File: config.mk
export PLATFORM = sky130hd
export DESIGN_NAME = icache_fill_ctrl
export DESIGN_NICKNAME = d
export VERILOG_FILES = /design/src/rtl/icache_fill_ctrl_pkg.sv /design/src/rtl/icache_fill_ctrl_counter.sv /design/src/rtl/icache_fill_ctrl.sv
export SDC_FILE = /design/constraint.sdc
export NUM_CORES = 1
export LEC_CHECK = 0
export ABC_AREA = 1
export BUFFER_PORTS_ARGS = -buffer_cell sky130_fd_sc_hd__clkbuf_2
export CAP_MARGIN = 20
export CORE_AREA = 2 2 57 59
export CTS_CLUSTER_SIZE = 10
export DETAILED_ROUTE_END_ITERATION = 12
export DIE_AREA = 0 0 59 61
export GPL_TIMING_DRIVEN = 0
export HOLD_SLACK_MARGIN = 0.06
export PLACE_DENSITY_LB_ADDON = 0.25
export SLEW_MARGIN = 20
export SYNTH_ARGS = -nofsm -noshare
export SYNTH_HDL_FRONTEND = slang
export SYNTH_SLANG_ARGS = --single-unit
File: constraint.sdc
create_clock -name clk -period 1.69 [get_ports clk]
set_input_delay 0.169 -clock clk [delete_from_list [all_inputs] [get_ports clk]]
set_output_delay 0.169 -clock clk [all_outputs]
set_load 0.01 [all_outputs]
File: src/rtl/icache_fill_ctrl_pkg.sv
// Shared fill-controller definitions: block geometry and FSM encoding.
// Included by all icache_fill_ctrl files.
package icache_fill_ctrl_pkg;

  localparam int WORDS_PER_BLOCK = 8;
  localparam int OFFSET_W = $clog2(WORDS_PER_BLOCK) + 1;

  typedef enum logic [1:0] {
    FILL_IDLE = 2'd0,
    FILL_RUN  = 2'd1,
    FILL_META = 2'd2
  } fill_state_e;

endpackage

File: src/rtl/icache_fill_ctrl_counter.sv
// Building blocks: write-enabled sync-reset DFF and the saturating
// word counter used for request issue and response receive.
module pldff #(
  parameter int W = 1
) (
  input  logic         clk,
  input  logic         rst,
  input  logic         i_en,
  input  logic [W-1:0] i_d,
  output logic [W-1:0] o_q
);

  always_ff @(posedge clk) begin
    if (rst) o_q <= '0;
    else if (i_en) o_q <= i_d;
  end

endmodule

module fill_word_counter
  import icache_fill_ctrl_pkg::*;
#(
  parameter int W   = OFFSET_W,
  parameter int MAX = WORDS_PER_BLOCK
) (
  input  logic         clk,
  input  logic         rst,
  input  logic         i_clr,
  input  logic         i_en,
  output logic [W-1:0] o_cnt,
  output logic         o_done
);

  localparam logic [W-1:0] MAXV = W'(MAX);

  logic [W-1:0] w_cnt;
  logic [W-1:0] w_nxt;
  logic         w_ld;

  assign o_done = (w_cnt == MAXV);
  assign w_ld   = i_clr | (i_en & ~o_done);
  assign w_nxt  = i_clr ? '0 : w_cnt + 1'b1;
  assign o_cnt  = w_cnt;

  pldff #(.W(W)) u_cnt (
    .clk  (clk),
    .rst  (rst),
    .i_en (w_ld),
    .i_d  (w_nxt),
    .o_q  (w_cnt)
  );

endmodule

File: src/rtl/icache_fill_ctrl.sv
// I-cache block fill controller: 8 in-order reads, stream to cache, meta pulse.
// Optional ICACHE_FILL_PERF_EN adds fill_count / stall_cycles outputs.
module icache_fill_ctrl
  import icache_fill_ctrl_pkg::*;
#(
  parameter int ADDR_W = 16,
  parameter int DATA_W = 16,
  parameter int WORDS  = WORDS_PER_BLOCK
) (
  input  logic              clk,
  input  logic              rst,
  input  logic              miss_detected,
  input  logic [ADDR_W-1:0] missed_addr,
  output logic              mem_rd_en,
  output logic [ADDR_W-1:0] mem_addr,
  input  logic [DATA_W-1:0] mem_data,
  input  logic              mem_data_valid,
  output logic              cache_wen,
  output logic [DATA_W-1:0] cache_data,
  output logic              metadata_wen,
  output logic              fill_busy
`ifdef ICACHE_FILL_PERF_EN
  ,
  output logic [15:0]       fill_count,
  output logic [15:0]       stall_cycles
`endif
);

  localparam int OFF_W = $clog2(WORDS) + 1;
  localparam int TAG_W = ADDR_W - OFF_W;

  logic [1:0]       w_state_q;
  fill_state_e      w_state;
  fill_state_e      w_state_nxt;
  logic [TAG_W-1:0] r_base;
  logic [OFF_W-1:0] w_issue_cnt;
  logic [OFF_W-1:0] w_recv_cnt;
  logic             w_issue_done;
  logic             w_recv_done;
  logic             w_idle;
  logic             w_run;
  logic             w_meta;
  logic             w_start;
  logic             w_rd_en;
  logic             w_wen;
  logic             w_last;
  logic             w_unused_lo;

  assign w_state = fill_state_e'(w_state_q);
  assign w_idle  = (w_state == FILL_IDLE);
  assign w_run   = (w_state == FILL_RUN);
  assign w_meta  = (w_state == FILL_META);
  assign w_start = w_idle & miss_detected;

  // Responses are only meaningful once a request has gone out
  assign w_rd_en = w_run & ~w_issue_done;
  assign w_wen   = w_run & mem_data_valid & ~w_recv_done
                 & (w_issue_cnt != '0);
  assign w_last  = (w_recv_cnt == OFF_W'(WORDS - 1));

  assign w_unused_lo = &missed_addr[OFF_W-1:0];

  always_comb begin
    w_state_nxt = w_state;
    unique case (1'b1)
      w_idle:  if (miss_detected) w_state_nxt = FILL_RUN;
      w_run:   if (w_wen && w_last) w_state_nxt = FILL_META;
      w_meta:  w_state_nxt = FILL_IDLE;
      default: w_state_nxt = FILL_IDLE;
    endcase
  end

  pldff #(.W(2)) u_state (
    .clk  (clk),
    .rst  (rst),
    .i_en (1'b1),
    .i_d  (w_state_nxt),
    .o_q  (w_state_q)
  );

  pldff #(.W(TAG_W)) u_base (
    .clk  (clk),
    .rst  (rst),
    .i_en (w_start),
    .i_d  (missed_addr[ADDR_W-1:OFF_W]),
    .o_q  (r_base)
  );

  fill_word_counter #(.W(OFF_W), .MAX(WORDS)) u_issue (
    .clk    (clk),
    .rst    (rst),
    .i_clr  (w_start),
    .i_en   (w_rd_en),
    .o_cnt  (w_issue_cnt),
    .o_done (w_issue_done)
  );

  fill_word_counter #(.W(OFF_W), .MAX(WORDS)) u_recv (
    .clk    (clk),
    .rst    (rst),
    .i_clr  (w_start),
    .i_en   (w_wen),
    .o_cnt  (w_recv_cnt),
    .o_done (w_recv_done)
  );

  // Offset is concatenated, so the block never carries into the tag
  assign mem_rd_en    = w_rd_en;
  assign mem_addr     = w_rd_en
                      ? {r_base, w_issue_cnt[OFF_W-2:0], 1'b0}
                      : '0;
  assign cache_wen    = w_wen;
  assign cache_data   = w_wen ? mem_data : '0;
  assign metadata_wen = w_meta;
  assign fill_busy    = ~w_idle;

`ifdef ICACHE_FILL_PERF_EN
  logic [15:0] r_fill_count;
  logic [15:0] r_stall;

  always_ff @(posedge clk) begin
    if (rst) begin
      r_fill_count <= '0;
      r_stall      <= '0;
    end else begin
      if (w_meta) r_fill_count <= r_fill_count + 16'd1;
      if (!w_idle && r_stall != 16'hFFFF)
        r_stall <= r_stall + 16'd1;
    end
  end

  assign fill_count   = r_fill_count;
  assign stall_cycles = r_stall;
`endif

endmodule

Yosys cells after proc, flatten, opt, wreduce, memory -nomap -nowiden
Index checks and enable logic that the tools add are counted.
- bits in registers: 22
- latch bits: 0
- bits in writable memories: 0
- ROM bits: 0
- input port bits: 36
- output and inout port bits: 36
- word-level logic and storage cells: 36
- memories: 0
- add/sub/neg operators: 2
- $mul: 0
- div/mod/pow operators: 0
- magnitude comparators: 0
- equal/unequal tests: 7
- shifts and indexed selects: 0
- mux-type cells: 7
- bitwise operators: 12
- reductions and logical operators: 4
- operators by type and width (operator ; number):
    $mux 16 ; 2
    $add 4x1->4 const B ; 2
    $eq 4x4->1 const B ; 2
    $mux 4 ; 2
    $and 1x1->1 ; 7
    $eq 4x3->1 const B ; 1
    $mux 2 ; 2
    $pmux 2 s2 ; 1
    $reduce_bool 4->1 ; 1
    $not 1->1 ; 3
    $eq 2x1->1 const B ; 1
    $eq 2x2->1 const B ; 1
    $logic_not 2->1 ; 1
    $ne 2x1->1 const B ; 1
    $ne 2x2->1 const B ; 1
    $or 1x1->1 ; 2
    $reduce_and 2->1 ; 1
    $logic_and 1x1->1 ; 1

Longest topological paths before layout
- depth after elaboration: 7
- mapped depth: 10
- mapped depth without buffers: 9

Hierarchy
A second synthesis with hierarchy kept.
- cells, all modules: 274
- area, all modules: 1570.3 um^2
- by module, submodules not included (module ; instances ; cells an instance ; area each (um^2)):
    pldff (u_base) ; 1 ; 76 ; 496.7
    icache_fill_ctrl ; 1 ; 93 ; 436.7
    pldff (u_issue.u_cnt ...) ; 2 ; 26 ; 172.7
    fill_word_counter ; 2 ; 20 ; 105.1
    pldff (u_state) ; 1 ; 13 ; 81.3

Least setup slack after synthesis
OpenSTA, ideal clock, no wires.
- kind: reg-to-output
- start point: reg u_recv.u_cnt.o_q[0]
- end point: out cache_data[10]
- data arrival time: 1.218 ns
- slack: 0.303 ns
- stages on the path, launching flop included: 9
- cells stage by stage: dfxtp_1 inv_1 ha_1 nand2_1 nor2_1 nor2_4 nand2_2 buf_2 nor2_1
- longest elaborated chain between the ends: 5
- RTL lines (item ; line ; source):
    start: declaration ; icache_fill_ctrl_counter.sv:10 ; output logic [W-1:0] o_q
    start signal: assignment ; icache_fill_ctrl_counter.sv:15 ; else if (i_en) o_q <= i_d;
    $eq 4x4->1 ; icache_fill_ctrl_counter.sv:40 ; assign o_done = (w_cnt == MAXV);
    $not 1->1 ; icache_fill_ctrl.sv:57 ; assign w_wen = w_run & mem_data_valid & ~w_recv_done
    $and 1x1->1 ; icache_fill_ctrl.sv:57 ;
    $and 1x1->1 ; icache_fill_ctrl.sv:58 ; & (w_issue_cnt != '0);
    $mux 16 ; icache_fill_ctrl.sv:113 ; assign cache_data = w_wen ? mem_data : '0;
    end: declaration ; icache_fill_ctrl.sv:19 ; output logic [DATA_W-1:0] cache_data,
No other way between the ends.

Worst setup path after layout
- start point: reg u_recv.u_cnt.o_q[1]
- end point: out cache_data[12]
The elaborated chain is that of the path after synthesis.

==> impl_metrics.json <==
{
  "status": "finished, violations left",
  "violations": "setup timing",
  "cp.required_ps": 1520,
  "ff2ff_path_depth": 10,
  "fin_util_pct": 66.4,
  "area_delta_synth_final_pct": 61.3,
  "ys_seq_elements": 22,
  "post-place-cells": 289,
  "hpwl_mm": 2.11,
  "max-vdd-ir-drop_uv": 453,
  "via_per_inst": 4.61,
  "syn_area_sq_um": 1210,
  "hp-class": "in -> reg",
  "min_path_cells": 3,
  "timing.hold.ws_ps": 93.7,
  "setup_slack_ps": -10.9,
  "cts_htree_levels": 1,
  "cts_root_buf": "clkbuf_4",
  "cp-start-kind": "flip-flop",
  "wirelength_mm": 3.15,
  "gp_congestion": 0.777,
  "cp-end-kind": "output pin",
  "overflow": 0,
  "grt_usage_pct": 16.3,
  "ios": 72,
  "core_area_sq_um": 2950,
  "period_share_pct": 101,
  "cts_buffers": 3,
  "initial_core_util_pct": 41.1,
  "rows": 20,
  "port_buffers": 66,
  "synth_cells": 190,
  "cap_viol_max_count": 0,
  "path_max_fanout": 8,
  "synth.distinct_cells": 21,
  "route.detailed.drc": 0,
  "p_per_area_nw_per_um2": 567,
  "tritoncts": "done",
  "grt_setup_unrepaired": "yes",
  "post_drt_wl_per_cell_um": 10.3,
  "setup_violations": 3,
  "grt_max_degree": 12,
  "cts_buffer_depth": 2,
  "fin_skew_ps": 4.96,
  "path_class": "reg -> out",
  "ant_nets": 0,
  "fin_nets": 315,
  "drt-pass1-iter-count": 4,
  "clock_latency_ps": 300,
  "antenna_found_initial": 0,
  "dieWidth_um": 59,
  "max_freq_ghz": 0.588,
  "yosys_warnings": 0,
  "avgSynthCellArea_sq_um": 6.39,
  "die_h_um": 61,
  "fillers": 275,
  "layoutNonFillerInstCount": 306,
  "yosysSeqAreaShare_pct": 36.3,
  "dr.first_iter.drc_count": 38,
  "drive_above_1_share_pct": 47.3,
  "grt_pass1_wl_mm": 4.58,
  "p_total_w": 0.00111,
  "synth_nets": 230,
  "clk_pin_slew_ps": 110,
  "slew_viol_final": 0,
  "dieArea_sq_um": 3600,
  "period_minus_slack_ps": 1700,
  "vias": 1412,
  "cp.arrival_ps": 1530,
  "p_leak_nw": 1.05,
  "first_global_vias": 1172,
  "cts_sinks": 22,
  "diodes": 0,
  "hold_violations": 0
}
worst paths after layout:
check	start	endpoint	slack [ps]
max	u_recv.u_cnt.o_q[1]	cache_data[12]	-10
min reg2reg	u_base.o_q[11]	u_base.o_q[11]	470
max reg2reg	u_recv.u_cnt.o_q[1]	u_recv.u_cnt.o_q[0]	270
min	missed_addr[11]	u_base.o_q[7]	90
registers in the layout (all words and copies together), names as in the netlist:
name               cells
u_base.o_q            12
u_state.o_q            2
u_recv.u_cnt.o_q       4
u_issue.u_cnt.o_q      4
through the flow:
stage / setup TNS, ps / instance area (sq um) / worst slack (ps)
final: -21.5 / 1960 / -10.9
after floorplan: 0 / 1210 / 303
after global placement: 0 / 1590 / 160
after CTS: -14.0 / 1770 / -14.0
after detailed placement: 0 / 1590 / 148
after global routing: -825 / 1960 / -88.0
metal layers:
layer | share of wire (%) | routed length, um | track usage, %
met4 | 0.35 | 11 | 5.84
met5 | 0 | 0 | 0
met1 | 39 | 1240 | 16.8
met2 | 53 | 1650 | 33.5
met3 | 7.6 | 239 | 1.71
layout make-up:
| cell class | instances | area, sq um | area share, % |
|---|---|---|---|
| multi-input cells | 114 | 702 | 35.8 |
| repair buffers | 80 | 499 | 25.5 |
| flip-flops and latches | 22 | 445 | 22.7 |
| inverters | 47 | 176 | 9.00 |
| plain buffers | 7 | 72.6 | 3.70 |
| well taps | 33 | 41.3 | 2.11 |
| clock buffers | 3 | 22.5 | 1.15 |
kinds of logic (layout without fill, tap and decap cells):
group,Yosys count,in the layout,share of synthesized area [%]
AOI/OAI and AO/OA,15,15,6.18
adders and majority gates,4,4,4.12
buffers and inverters,54,137,18.7
DFF,22,22,36.3
other,1,1,0.309
and+or+nand+nor,94,94,34.4
placed cells by master, fill, tap and decap left out, drive strengths merged:
cell type / instances
conb: 1
dfxtp: 22
ha: 4
clkbuf: 48
inv: 47
o21ai: 14
nand2: 20
nor3: 2
buf: 42
nor2: 50
a21oi: 1
nand4: 4
nand3: 18
cells in the mapped netlist (all sizes together):
library cell,n,area [sq um]
nor3,2,15.0
o21ai,14,70.1
buf,6,47.5
a21oi,1,5.00
ha,4,50.1
nand4,4,25.0
clkbuf,1,3.75
nand2,20,82.6
nor2,50,205
conb,1,3.75
inv,47,176
nand3,18,90.1
dfxtp,22,440
report_power, final:
| part | leakage [nW] | switching [W] | internal [W] |
|---|---|---|---|
| sequential | 0.182 | 0.0000106 | 0.000547 |
| combinational | 0.850 | 0.000177 | 0.000147 |
| clock | 0.0138 | 0.000145 | 0.0000830 |
critical path: stages (launching register included):
cell	delay (ps)
dfxtp_2	350
inv_2	50
ha_4	160
nand2_4	70
nor2_4	40
nor2_4	110
nand2_4	90
buf_12	160
nor2_4	110
buf_6	110
what timing repair did:
item | CTS | global route
setup endpoints to repair | 29 | 32
pin swaps | 4 | 8
hold buffers | 0 | 0
setup buffers | 9 | 3
gates cloned | 2 | 0
resized for setup | 25 | 63
No activity file was read; power rests on OpenSTA's default activity.
